--- src/rtl/pipe_skid_reg.sv ---
// Pipeline stage register with a valid/ready handshake and a 2-entry skid buffer.
// Optional macro PIPE_BUBBLE_ZERO_EN: data outputs read as zero (NOP) while out_valid is low.
module pipe_skid_reg #(
    parameter int DATA_W = 32,
    parameter int PC_W   = 32
) (
    input  logic              clk,
    input  logic              clr_n,
    input  logic              flush,
    input  logic              in_valid,
    output logic              in_ready,
    input  logic [DATA_W-1:0] in_instr,
    input  logic [PC_W-1:0]   in_pc,
    input  logic [PC_W-1:0]   in_pc8,
    output logic              out_valid,
    input  logic              out_ready,
    output logic [DATA_W-1:0] instr_D,
    output logic [PC_W-1:0]   pc_D,
    output logic [PC_W-1:0]   pc8_D,
    output logic [1:0]        occ
);

    typedef struct packed {
        logic [DATA_W-1:0] instr;
        logic [PC_W-1:0]   pc;
        logic [PC_W-1:0]   pc8;
    } beat_t;

    // Encoding equals occupancy so occ is a plain copy of the state register.
    typedef enum logic [1:0] {
        EMPTY = 2'd0,
        ONE   = 2'd1,
        TWO   = 2'd2
    } state_t;

    state_t state;
    beat_t  head;
    beat_t  skid;
    beat_t  in_beat;
    logic   push;
    logic   pop;

    assign in_beat = '{instr: in_instr, pc: in_pc, pc8: in_pc8};

    // Handshake outputs depend only on the state register, never on out_ready.
    assign in_ready  = (state != TWO);
    assign out_valid = (state != EMPTY);
    assign occ       = state;

    assign push = in_valid & in_ready & ~flush;
    assign pop  = out_valid & out_ready;

    always_ff @(posedge clk or negedge clr_n) begin
        if (!clr_n) begin
            // NOTE: the data registers are reset too, so the outputs read zero out of reset.
            state <= EMPTY;
            head  <= '0;
            skid  <= '0;
        end else if (flush) begin
            // Flush drops only the state; head/skid keep their stale contents.
            state <= EMPTY;
        end else begin
            // NOTE: non-blocking assignments so every register samples pre-edge values.
            case (state)
                EMPTY: begin
                    if (push) begin
                        head  <= in_beat;
                        state <= ONE;
                    end
                end
                ONE: begin
                    if (push && pop) begin
                        head <= in_beat;
                    end else if (push) begin
                        skid  <= in_beat;
                        state <= TWO;
                    end else if (pop) begin
                        state <= EMPTY;
                    end
                end
                TWO: begin
                    if (pop) begin
                        head  <= skid;
                        state <= ONE;
                    end
                end
                default: state <= EMPTY;
            endcase
        end
    end

`ifdef PIPE_BUBBLE_ZERO_EN
    assign instr_D = out_valid ? head.instr : '0;
    assign pc_D    = out_valid ? head.pc    : '0;
    assign pc8_D   = out_valid ? head.pc8   : '0;
`else
    assign instr_D = head.instr;
    assign pc_D    = head.pc;
    assign pc8_D   = head.pc8;
`endif

endmodule

--- config.mk ---
export PLATFORM = sky130hd
export DESIGN_NAME = pipe_skid_reg
export DESIGN_NICKNAME = d
export VERILOG_FILES = /design/src/rtl/pipe_skid_reg.sv
export SDC_FILE = /design/constraint.sdc
export NUM_CORES = 1
export LEC_CHECK = 0
export ABC_AREA = 1
export CORE_ASPECT_RATIO = 1.75
export CORE_MARGIN = 4
export CORE_UTILIZATION = 40
export CTS_CLUSTER_SIZE = 25
export DETAILED_ROUTE_END_ITERATION = 6
export PLACE_DENSITY = 0.67
export SYNTH_ARGS = -nofsm -noshare
export SYNTH_HDL_FRONTEND = slang
export SYNTH_SLANG_ARGS = --single-unit
export TNS_END_PERCENT = 30
--- constraint.sdc ---
create_clock -name clk -period 1.9 [get_ports clk]
set_clock_uncertainty 0.2 [all_clocks]
set_input_delay 0.475 -clock clk [delete_from_list [all_inputs] [get_ports clk]]
set_output_delay 0.475 -clock clk [all_outputs]
set_load 0.05 [all_outputs]
==> results of run 1 <==
[metal layers]
metal,track usage [%],routed length (um)
met1,22.7,9020
met2,35.2,12200
met3,3.57,765
met4,9.22,865
met5,0,0
[logic make-up after synthesis]
family	count (synthesis)	share of synthesized area (%)
simple gates	501	22.6
flops	194	57.8
compound gates	192	11.4
buf+inv	162	8.11
[report_power, final]
part / internal (mW) / switching [mW]
Sequential: 5.47 / 0.909
Combinational: 3.23 / 3.78
Clock: 2.17 / 1.52
[cell usage in the layout (no fill, tap or decap), types with 2 or more instances in the layout]
cell type,netlist,routed
buf_4,6,20
dfrtp_1,194,192
nand4_1,3,3
bufinv_16,0,3
inv_1,98,97
nand2_1,391,391
buf_16,0,2
a21oi_1,96,96
o21ai_0,96,96
clkbuf_8,0,4
nor2_1,102,100
nor2_4,0,2
nand3_1,3,3
clkinv_4,0,2
buf_12,0,113
clkbuf_16,0,19
dfrtp_2,0,2
clkinvlp_4,0,2
clkdlybuf4s50_1,0,99
diode_2,0,2
clkbuf_1,16,3
[stage by stage]
| stage | hold slack (ns) | utilization (%) | instance area (um^2) | setup TNS [ns] | instances |
|---|---|---|---|---|---|
| 3_5_place_dp | 0.220 | 57.9 | 11800 | -45.83 | 1467 |
| 4_1_cts | 0.310 | 61.2 | 12500 | -0.0296 | 1504 |
| 3_3_place_gp | 0.220 | 57.9 | 11800 | -38.20 | 1467 |
| 5_1_grt | 0.324 | 61.7 | 12600 | -0.0835 | 1508 |
| 6_report | 0.305 | 61.7 | 12600 | 0 | 1508 |
| 2_1_floorplan | -0.0206 | - | 8400 | 0 | 1049 |
[critical path, cell delays in order (launching register included)]
cell,delay [ns]
dfrtp_2,0.48
buf_4,0.17
buf_12,0.14
[layout make-up]
cell class | instances | share of cell area [%]
flip-flops and latches | 194 | 38.5
repair buffers | 240 | 28.2
multi-input cells | 693 | 22.9
clock buffers | 23 | 3.79
inverters | 100 | 3.09
well taps | 248 | 2.46
clock inverters | 8 | 1.01
diodes | 2 | 0.0397
[timing repair]
item,in CTS,in global routing
buffers inserted,4,0
setup endpoints to repair,3,62
cloned,1,2
resized for setup,8,7
hold buffers,1,0
pin swaps,1,0
hold endpoints to repair,32,0
[synth_stat cells]
cell	instances	share of area [%]
nand3_1	3	0.18
nand2_1	391	17
dfrtp_1	194	58
nand2_2	2	0.15
inv_2	2	0.089
nor2_1	102	4.6
o21ai_0	96	5.7
nand4_1	3	0.22
buf_2	40	2.4
buf_4	6	0.54
clkbuf_1	16	0.72
inv_1	98	4.4
a21oi_1	96	5.7
[flip-flops by register name, summed over array words and instances (netlist names)]
| name | count |
|---|---|
| instr_D | 32 |
| occ | 2 |
| pc8_D | 32 |
| pc_D | 32 |
| skid | 96 |
[path summary, 6_finish.rpt]
path / start / end / slack [ns] / depth (start not counted)
hold reg to reg: skid[15] / skid[15] / 0.31 / 2
min in group clk: skid[15] / skid[15] / 0.31 / 2
setup reg to reg: occ[1] / skid[59] / 0.09 / 7
hold / removal: clr_n / skid[72] / 0.31 / 2
max in group asynchronous: clr_n / skid[53] / 0.59 / 3
setup / recovery: occ[1] / occ[1] / 0.008 / 2
==> flow_metrics.py, run 1 <==
metrics = {
    "status": {
        "outcome": "complete, no violations",
    },
    "yosys": {
        "synth.distinct_cells": 13,
        "synth_seq_area_share_pct": 57.8,
        "synth_fp_nets": 1150,
        "synthCells": 1049,
        "ys_warn_count": 0,
        "avgSynthCellArea_um2": 8.00,
        "synth_area_um2": 8390,
        "ys_ff_latch": 194,
    },
    "floorplan": {
        "num_io_pins": 201,
        "core_area_um2": 20500,
        "design.die.area_um2": 23500,
        "die_w_um": 118,
        "start_util_pct": 41.0,
        "die_h_um": 200,
        "row_count": 69,
    },
    "placement": {
        "portBuffers": 200,
        "gp_congestion": 0.816,
        "dpl_worst_slack_ns": -0.284,
        "dp_hpwl_mm": 15.4,
    },
    "finish": {
        "seq_area_um2": 4860,
        "area_delta_synth_final_pct": 50.3,
        "multi_input_area_um2": 2890,
        "nets": 1347,
        "drive_gt1_share_pct": 14.1,
        "fill_cells": 1704,
    },
    "pwr": {
        "p_leak_nw": 6.55,
        "powerDensity_nw_per_um2": 1350,
        "finalPower_mw": 17.1,
        "ir_drop_mv": 0.843,
    },
    "routing": {
        "firstDrtPassIters": 4,
        "drtIter0Drc": 416,
        "routedWlPerCell_um": 15.1,
        "vias_per_cell": 4.75,
        "antenna_left": 0,
        "num_vias": 7158,
        "drc": 0,
        "wl_mm": 22.8,
    },
    "clock_network": {
        "cts_tree": "yes",
        "clkTransAtPathRegs_ns": 0.07,
        "clkLatencyLatePin_ns": 0.43,
        "cts_buffers": 17,
        "root_buffer": "clkbuf_16",
        "numClockSinks": 194,
        "clockBufferDepth": 2,
        "htree_levels": 4,
    },
    "global_routing": {
        "grt_max_degree": 83,
        "antenna_found_initial": 2,
        "grt_pass1_wl_mm": 36.4,
        "grt_pass1_vias": 7035,
        "grt_usage_pct": 19.6,
        "grt.overflow.total": 0,
    },
    "timing": {
        "max_slew.worst_pin.slew_ns": 0.357,
        "worst_slack_ns": 0.00769,
        "fin_crit_sh_pct": 99.6,
        "final.min_clock_period_ns": 1.89,
        "rsz0062_at_grt": "yes",
        "setup_viol": 0,
        "relSlewSlack_pct": 76.2,
        "final_hold_viol_count": 0,
        "max_freq_mhz": 528,
        "final-max-slew-violation-count": 0,
    },
    "worst_setup_path": {
        "start_kind": "register",
        "worstPathArrival_ns": 1.22,
        "critPathCaptureType": "output pin",
        "critPathRequiredTime_ns": 1.22,
        "critical_path_class": "reg2out",
        "crit_fanout": 4,
    },
    "run": {
        "cap_violations": 0,
    },
    "worst_hold_path": {
        "hp-class": "in2async",
    },
}
Note: power is estimated with default switching activity, not from simulation.
==> run 2: changes to the inputs <==
GPL_TIMING_DRIVEN = 0   (was unset)
==> flow_metrics.py, run 2 (synthesis results as in run 1) <==
metrics = {
    "finish": {
        "nets": 1378,
        "area_delta_synth_final_pct": 37.4,
        "final_core_util_pct": 56.4,
        "drive_gt1_share_pct": 15.5,
        "largest_register_ffs": 96,
        "fill_cells": 1950,
        "largest_register": "skid",
        "antenna_cells": 0,
        "mostFrequentLayoutCells": "391 x nand2_1, 192 x dfrtp_1, 99 x nor2_1",
        "final_common_cell": "nand2_1",
    },
    "routing": {
        "routedWlPerCell_um": 15.3,
        "wl_mm": 23.5,
        "drtIter0Drc": 409,
        "firstDrtPassIters": 4,
        "antenna_left": 0,
        "drc": 0,
        "num_vias": 7342,
        "vias_per_cell": 4.78,
    },
    "floorplan": {
        "design.die.area_um2": 23500,
        "start_util_pct": 41.0,
        "row_count": 69,
        "die_h_um": 200,
        "core_area_um2": 20500,
        "num_io_pins": 201,
        "die_w_um": 118,
    },
    "timing": {
        "final-max-slew-violation-count": 0,
        "relSlewSlack_pct": 62.2,
        "rsz0062_at_grt": "yes",
        "setup_viol": 2,
        "worst_slack_ns": -0.0852,
        "final_hold_viol_count": 0,
        "fin_crit_sh_pct": 104,
        "max_freq_mhz": 504,
        "max_slew.worst_pin.slew_ns": 0.567,
        "final.min_clock_period_ns": 1.99,
    },
    "clock_network": {
        "clkLatencyLatePin_ns": 0.43,
        "root_buffer": "clkbuf_16",
        "clkTransAtPathRegs_ns": 0.07,
        "cts_buffers": 17,
        "numClockSinks": 194,
        "cts_tree": "yes",
        "clockBufferDepth": 2,
        "htree_levels": 4,
    },
    "worst_setup_path": {
        "crit_fanout": 6,
        "critPathSlowestCell": "dfrtp_2",
        "start_kind": "register",
        "worstPathArrival_ns": 1.31,
        "critical_path_class": "reg2out",
        "critPathCaptureType": "output pin",
        "cpPeakStageDelay_ns": 0.44,
        "crit_chain": "inv_4 -> nand2_8 -> buf_12 -> buf_12",
        "critPathRequiredTime_ns": 1.22,
        "cp_common_cell": "buf_12",
    },
    "status": {
        "violations": "negative setup slack",
        "outcome": "complete, but fails checks",
    },
    "pwr": {
        "powerDensity_nw_per_um2": 1300,
        "ir_drop_mv": 0.778,
        "finalPower_mw": 14.9,
        "p_leak_nw": 6.08,
    },
    "placement": {
        "portBuffers": 200,
        "dp_hpwl_mm": 17.0,
        "gp_congestion": 0.803,
    },
    "global_routing": {
        "antenna_found_initial": 0,
        "grt_pass1_wl_mm": 38.0,
        "grt_usage_pct": 20.4,
        "grt.overflow.total": 0,
        "grt_pass1_vias": 7357,
        "grt_max_degree": 107,
    },
    "worst_hold_path": {
        "hp-class": "reg2reg",
    },
    "run": {
        "cap_violations": 0,
    },
}
## run 2: layer usage
metal	vias to the layer above	share of wire, %	track usage [%]
met2	170	54	37.7
met1	3456	39	23.0
met4	0	3.1	8.61
met5	-	0	0
li1	3682	-	-
met3	34	3.4	3.88
## run 2: what timing repair did
item	4_1_cts	5_1_grt
pin swaps	1	3
endpoints found under the hold margin	88	0
endpoints found under the setup margin	222	296
hold buffers	1	0
cloned	0	1
gates resized for setup	330	61
buffers inserted	1	6
## run 2: worst max-delay path, delay by kind of cell, from the launching register on
kind / cells / cell delay, ns
buffers and inverters: 3 / 0.37
flip-flops: 1 / 0.44
AND/OR/NAND/NOR: 1 / 0.06
## run 2: stage by stage
step	setup TNS (ns)	worst slack (ns)	hold slack, ns	cells	area (um^2)
after floorplan	0	0.0296	-0.0206	1049	8400
after global placement	-1687.61	-8.99	0.262	1497	10700
after detailed placement	-91.93	-0.740	0.264	1498	10700
after CTS	-0.232	-0.145	0.283	1530	11500
after global routing	-0.254	-0.131	0.302	1537	11500
final	-0.118	-0.0852	0.277	1537	11500
## run 2: cell type report
type	count	area, um^2	area share (%)
clock inverter	9	80.1	0.694
buffer	61	360	3.12
inverter	100	383	3.32
clock buffer	22	474	4.11
tap	248	310	2.69
sequential	194	4860	42.1
timing repair buffer	210	2180	18.9
multi-input combinational	693	2890	25.0
## run 2: path summary, 6_finish.rpt
| kind | startpoint | to | slack (ns) | cells past startpoint |
|---|---|---|---|---|
| hold / removal | pc_D[10] | pc_D[10] | 0.28 | 2 |
| setup / recovery | occ[0] | in_ready | -0.09 | 4 |
| max in group asynchronous | clr_n | pc8_D[29] | 0.20 | 3 |
| min in group asynchronous | clr_n | instr_D[11] | 0.38 | 2 |
| hold reg to reg | pc_D[10] | pc_D[10] | 0.28 | 2 |
| setup reg to reg | occ[1] | instr_D[29] | 0.10 | 7 |
## run 2: power by group
group / switching (mW) / internal [mW] / leakage, nW
logic: 3.75 / 1.71 / 3.57
clock network: 1.57 / 1.90 / 0.276
registers: 0.543 / 5.47 / 2.23
total: 5.86 / 9.08 / 6.08
